[src/rtl/serial_subtractor.sv]
// Bit-serial subtractor: DIFF = A - B - Bin, one bit per clock, LSB first.
// Optional signed-overflow output OVF is built only when SERIAL_SUB_OVF_EN is defined.
module serial_subtractor #(
  parameter int WIDTH = 8
) (
  input  logic             clk,
  input  logic             rst_n,
  input  logic             start,
  input  logic [WIDTH-1:0] A,
  input  logic [WIDTH-1:0] B,
  input  logic             Bin,
  output logic             busy,
  output logic             done,
  output logic [WIDTH-1:0] DIFF,
  output logic             BORROW
`ifdef SERIAL_SUB_OVF_EN
  ,
  output logic             OVF
`endif
);

  localparam int CW = $clog2(WIDTH) + 1;
  localparam logic [CW-1:0] LAST_CNT = CW'(WIDTH - 1);

  typedef enum logic [1:0] {IDLE, SHIFT, DONE} state_t;

  state_t           state_q, state_d;
  logic [WIDTH-1:0] a_sr_q, b_sr_q, res_sr_q, diff_q;
  logic [CW-1:0]    cnt_q;
  logic             br_q, borrow_q;
  logic             accept, last;
  logic             a0, b0, d_bit, br_out;
  logic [WIDTH-1:0] res_next;

  // Full-subtractor cell on the current LSBs plus the registered borrow.
  assign a0       = a_sr_q[0];
  assign b0       = b_sr_q[0];
  assign d_bit    = a0 ^ b0 ^ br_q;
  assign br_out   = (~a0 & b0) | (~(a0 ^ b0) & br_q);
  assign res_next = WIDTH'({d_bit, res_sr_q} >> 1);
  assign last     = (state_q == SHIFT) && (cnt_q == LAST_CNT);

  always_comb begin
    state_d = state_q;
    accept  = 1'b0;
    case (state_q)
      IDLE: begin
        if (start) begin
          state_d = SHIFT;
          accept  = 1'b1;
        end
      end
      SHIFT: begin
        if (last) state_d = DONE;
      end
      DONE: begin
        if (start) begin
          state_d = SHIFT;
          accept  = 1'b1;
        end else begin
          state_d = IDLE;
        end
      end
      default: state_d = IDLE;
    endcase
  end

  always_ff @(posedge clk or negedge rst_n) begin
    if (!rst_n) begin
      state_q  <= IDLE;
      a_sr_q   <= '0;
      b_sr_q   <= '0;
      res_sr_q <= '0;
      br_q     <= 1'b0;
      cnt_q    <= '0;
      diff_q   <= '0;
      borrow_q <= 1'b0;
    end else begin
      state_q <= state_d;
      if (accept) begin
        a_sr_q   <= A;
        b_sr_q   <= B;
        br_q     <= Bin;
        cnt_q    <= '0;
        res_sr_q <= '0;
      end else if (state_q == SHIFT) begin
        a_sr_q   <= a_sr_q >> 1;
        b_sr_q   <= b_sr_q >> 1;
        br_q     <= br_out;
        res_sr_q <= res_next;
        cnt_q    <= cnt_q + CW'(1);
        if (last) begin
          diff_q   <= res_next;
          borrow_q <= br_out;
        end
      end
    end
  end

`ifdef SERIAL_SUB_OVF_EN
  logic ovf_q;
  // The last bits processed are the operand sign bits and the result sign bit.
  always_ff @(posedge clk or negedge rst_n) begin
    if (!rst_n) begin
      ovf_q <= 1'b0;
    end else if (last) begin
      ovf_q <= (a0 ^ b0) & (a0 ^ d_bit);
    end
  end
  assign OVF = ovf_q;
`endif

  assign busy   = (state_q == SHIFT);
  assign done   = (state_q == DONE);
  assign DIFF   = diff_q;
  assign BORROW = borrow_q;

endmodule

[config.mk]
export PLATFORM = sky130hd
export DESIGN_NAME = serial_subtractor
export DESIGN_NICKNAME = d
export VERILOG_FILES = /design/src/rtl/serial_subtractor.sv
export SDC_FILE = /design/constraint.sdc
export NUM_CORES = 1
export LEC_CHECK = 0
export CAP_MARGIN = 10
export CORE_MARGIN = 2
export CORE_UTILIZATION = 45
export DETAILED_ROUTE_END_ITERATION = 10
export PLACE_DENSITY = 0.77
export SYNTH_ARGS = -nofsm -noshare
export SYNTH_HDL_FRONTEND = slang
export SYNTH_SLANG_ARGS = --single-unit
[constraint.sdc]
create_clock -name clk -period 1.3 [get_ports clk]
set_input_delay 0.195 -clock clk [delete_from_list [all_inputs] [get_ports clk]]
set_output_delay 0.195 -clock clk [all_outputs]
set_load 0.05 [all_outputs]
# After elaboration in Yosys (flattened, before gate mapping)

Index checks and enable logic that the tools add are counted.

Register bits after elaboration: 40
Input bits: 20
Output and inout bits: 11
Logic and storage cells: 44

Add/sub/neg operators: 1
Equal/unequal tests: 5
Muxes and demuxes: 16
Bitwise gates (word level): 8
Reduce and logical (&&, ||, !) cells: 6

Operators with widths:

| cell                | number |
|---|---|
| $mux 8              | 6 |
| $mux 4              | 2 |
| $pmux 2 s3          | 1 |
| $mux 1              | 5 |
| $add 4x1->4 const B | 1 |
| $eq 4x3->1 const B  | 1 |
| $mux 2              | 2 |
| $not 1->1           | 3 |
| $reduce_and 3->1    | 1 |
| $and 1x1->1         | 2 |
| $eq 2x1->1 const B  | 1 |
| $eq 2x2->1 const B  | 1 |
| $logic_not 2->1     | 1 |
| $ne 2x1->1 const B  | 1 |
| $ne 2x2->1 const B  | 1 |
| $reduce_and 2->1    | 1 |
| $reduce_bool 2->1   | 1 |
| $reduce_or 2->1     | 1 |
| $xor 1x1->1         | 2 |
| $logic_and 1x1->1   | 1 |
| $or 1x1->1          | 1 |

# Depth between registers and ports, before layout

Depth in word-level cells: 6
Gate-level depth with buffers: 6
Mapped depth without buffers: 4

# Worst setup path before layout

No wires, ideal clock.

Path kind: register to register
Start: register state_q[1]
End: register diff_q[0], in the netlist DIFF[0]
Library setup time: 125 ps
Data arrival time: 1342 ps
Required time: 1175 ps
Slack: -167 ps
Cell stages (with the launch flop): 5
Clock period less this slack: 1467 ps
Cells stage by stage: dfrtp_1 -> nand2b_1 -> buf_6 -> nor3_4 -> mux2_2

Longest elaborated chain between the ends: 5
Elaborated cells between the ends (all ways): 8

RTL lines:

| item                                                 | line | RTL |
|---|---|---|
| start: declaration                                   | 27   | `state_t state_q, state_d;` |
| start signal: assignment                             | 79   | `state_q <= state_d;` |
| $eq 2x2->1 / $logic_not 2->1 (equally long branches) | 46   | `case (state_q)` |
| $reduce_or 2->1 (no line)                            | -    |  |
| $mux 1                                               | -    |  |
| $not 1->1 (no line)                                  | -    |  |
| $reduce_and 3->1 (no line) *                         | -    |  |
| end signal: assignment                               | 93   | `diff_q <= res_next;` |
| end: declaration                                     | 28   | `logic [WIDTH-1:0] a_sr_q, b_sr_q, res_sr_q, diff_q;` |

Every way passes the cells marked *; elsewhere a longest branch is shown, timed or not.
A chain may end at the register's enable or synchronous reset.

# Worst setup path in the final report

Start: register state_q[1]
End: output port busy

Longest elaborated chain between the ends: 1

RTL lines:

| item             | line | RTL |
|---|---|---|
| $eq 2x1->1       | 113  | `assign busy = (state_q == SHIFT);` |
| end: declaration | 12   | `output logic busy,` |

Every way passes these cells.

==> summary.txt <==
P&R area growth vs syn: 64.8%
Clock sinks: 39
Failing checks: setup timing
Vias in the first global route: 1,419
Clk network pwr share: 9.9%
Fmax achieved: 0.670 GHz
R2r startpoint: cnt_q[1]
Die width: 63.9 um
Synth cell types: 24
CP Data Required Time: 1.11 ns
Seq pwr share: 31.2%
Port bufs: 30
Die Y: 63.9 um
VDD IR max: 1.73 mV
CP arrival: 1.30 ns
GP Congestion: 0.840
Most common cell after layout, fill and taps aside: dfrtp_1
CTS max path bufs: 2
Vias: 1,350
Synth Register Bits: 39
Worst-path fanout max: 2
Leak pwr: 1.23 nW
IO Count: 31
CP Capture Type: primary output
Deepest level of the CTS H-tree: 2
Status: finished with violations
Synthesis warning total: 0
Largest net degree at the start of global routing: 24
Row count: 21
Fin crit share: 115%
Slew HR: 71.8%
Internal power: 4.43 mW
Post-Synthesis Cell Area: 0.00161 mm2
Reg2reg setup slack: -0.13 ns
Clock root cell: clkbuf_4
Initial antenna violation count: 0
Syn Inst Count: 137
Syn_nets: 159
FILL cells: 184
Gr ovfl total: 0
Max_cap viols: 0
Min cycle time layout: 1.49 ns
Clock Latency Late Sink: 0.36 ns
Count of final hold-check violations: 0
WL final: 4.63 mm
Final Setup Violations: 32
Vias per cell: 5.51
DRT iter0 DRCs: 65
Comb power frac: 58.9%
Commonest non-fill, non-tap cells in the layout: dfrtp_1, clkdlybuf4s50_1, nand2_1, buf_12, buf_4
Number of diodes: 0
Avg Inst Size Synth: 11.8 um2
Remaining DRCs: 0
TritonCTS clock tree: done
Core Box Area: 0.00339 mm2
Sequential-to-total area share from yosys stat: 60.5%
Post-DRT Antenna Nets: 0
Initial Utilization: 47.6%
Register Area: 976 um2
Worst clock skew: 0.00898 ns
Total GRT Usage: 23.0%
Fin util: 78.4%
CTS buffer count: 5
CP Class: reg2out
Ratio of cells with drive above 1 in the final layout: 43.2%
Net Sw Frac: 39.7%
Final Max Slew Viols: 0
WL/cell: 18.9 um
Crit path launch: state_q[1]
Area of the multi-input gates: 752 um2
Die area: 0.00408 mm2
Clock Pin Slew Worst Setup and Hold Paths: 0.12 ns
Final worst slack: -0.193 ns
Pre-CTS setup slack: -0.211 ns
Total Nets Final: 220
Switching Power: 2.92 mW
Crit start category: flip-flop
RSZ-0062 raised after global routing: true
Dpl hpwl: 2.52 mm
First-pass GRT wire length: 7.02 mm
Least-Margin Pin Slew: 0.423 ns
Hold crit path type: in2async
Drt first pass iters: 4
PD cells: 2760 mW/mm2
[layout make-up]
type | instances | area share [%]
clock buffer | 7 | 2.45
clock inverter | 1 | 0.282
inverter | 4 | 0.847
multi-input combinational | 86 | 28.3
sequential | 39 | 36.7
tap | 46 | 2.17
timing repair buffer | 62 | 29.2
[state kept, by name, indices dropped and copies added, names as in the netlist]
signal and cells:
a_sr_q 8, res_sr_q 7, DIFF 8, BORROW 1, cnt_q 4, br_q 1
state_q 2, b_sr_q 8
[stage by stage]
stage / total power [mW] / cells / TNS (ns) / hold WS (ns) / area [um2]
6_report: 7.34 / 245 / -3.36 / 0.284 / 2660
5_1_grt: 7.74 / 245 / -5.59 / 0.301 / 2660
4_1_cts: 6.88 / 240 / -3.45 / 0.281 / 2540
3_5_place_dp: 5.44 / 223 / -3.69 / 0.153 / 2220
3_3_place_gp: 5.31 / 223 / -2.57 / 0.140 / 2220
2_1_floorplan: 3.91 / 137 / -1.34 / -0.101 / 1620
[cells by family (layout without fill, tap and decap cells)]
family	Yosys count	in the layout	synth area share (%)
fa+ha+maj	2	2	2.02
compound gates	27	27	13.0
simple gates	45	45	12.9
mux	12	12	8.15
flops	39	39	60.5
buf+inv	12	74	3.49
[final timing paths]
kind / to / cells after the start
max: busy / 5
min reg2reg: b_sr_q[3] / 2
min: cnt_q[1] / 2
max in group asynchronous: a_sr_q[3] / 3
max reg2reg: DIFF[4] / 5
min in group clk: a_sr_q[3] / 3
[worst max-delay path: stages, from the launching register on]
cell and delay (ns):
dfrtp_1 0.40, nand2b_4 0.15, buf_6 0.13, inv_8 0.05, buf_6 0.10, buf_12 0.13
[power by group through the flow]
stage	Combinational, mW	Sequential, mW	Clock (mW)
global placement	3.14	2.17	0
global route	4.57	2.35	0.814
detailed placement	3.24	2.20	0
floorplan	1.38	2.53	0
finish	4.32	2.29	0.730
CTS	3.90	2.25	0.735
[repair_timing]
item / in CTS / in global routing
hold buffers: 1 / 0
setup endpoints to repair: 37 / 40
cloned: 0 / 1
pin swaps: 19 / 8
resized for setup: 46 / 18
setup buffers: 8 / 5
endpoints found under the hold margin: 16 / 0
[routing by layer]
| metal | share of wire, % | GRT usage (%) | wire (um) |
|---|---|---|---|
| met1 | 37 | 27.2 | 1720 |
| met2 | 54 | 39.2 | 2520 |
| met3 | 5.0 | 6.51 | 230 |
| met4 | 3.3 | 9.51 | 155 |
| met5 | 0 | 0 | 0 |
[Yosys cell counts (all sizes together)]
cell / count / area share (%)
nand4: 1 / 0.39
ha: 1 / 0.78
nor3: 2 / 1.3
mux2i: 3 / 1.9
nand3: 9 / 2.8
dfrtp: 39 / 61
nor2: 7 / 1.6
nand2: 22 / 5.1
a221o: 2 / 1.2
a31oi: 5 / 1.9
nor2b: 1 / 0.39
mux2: 9 / 6.3
buf: 4 / 1.6
nand2b: 2 / 0.78
inv: 4 / 0.93
and2b: 1 / 0.47
a22o: 10 / 5.4
fa: 1 / 1.2
a22oi: 8 / 3.7
clkbuf: 4 / 0.93
o21ai: 2 / 0.62
Note: power is estimated with default switching activity, not from simulation.
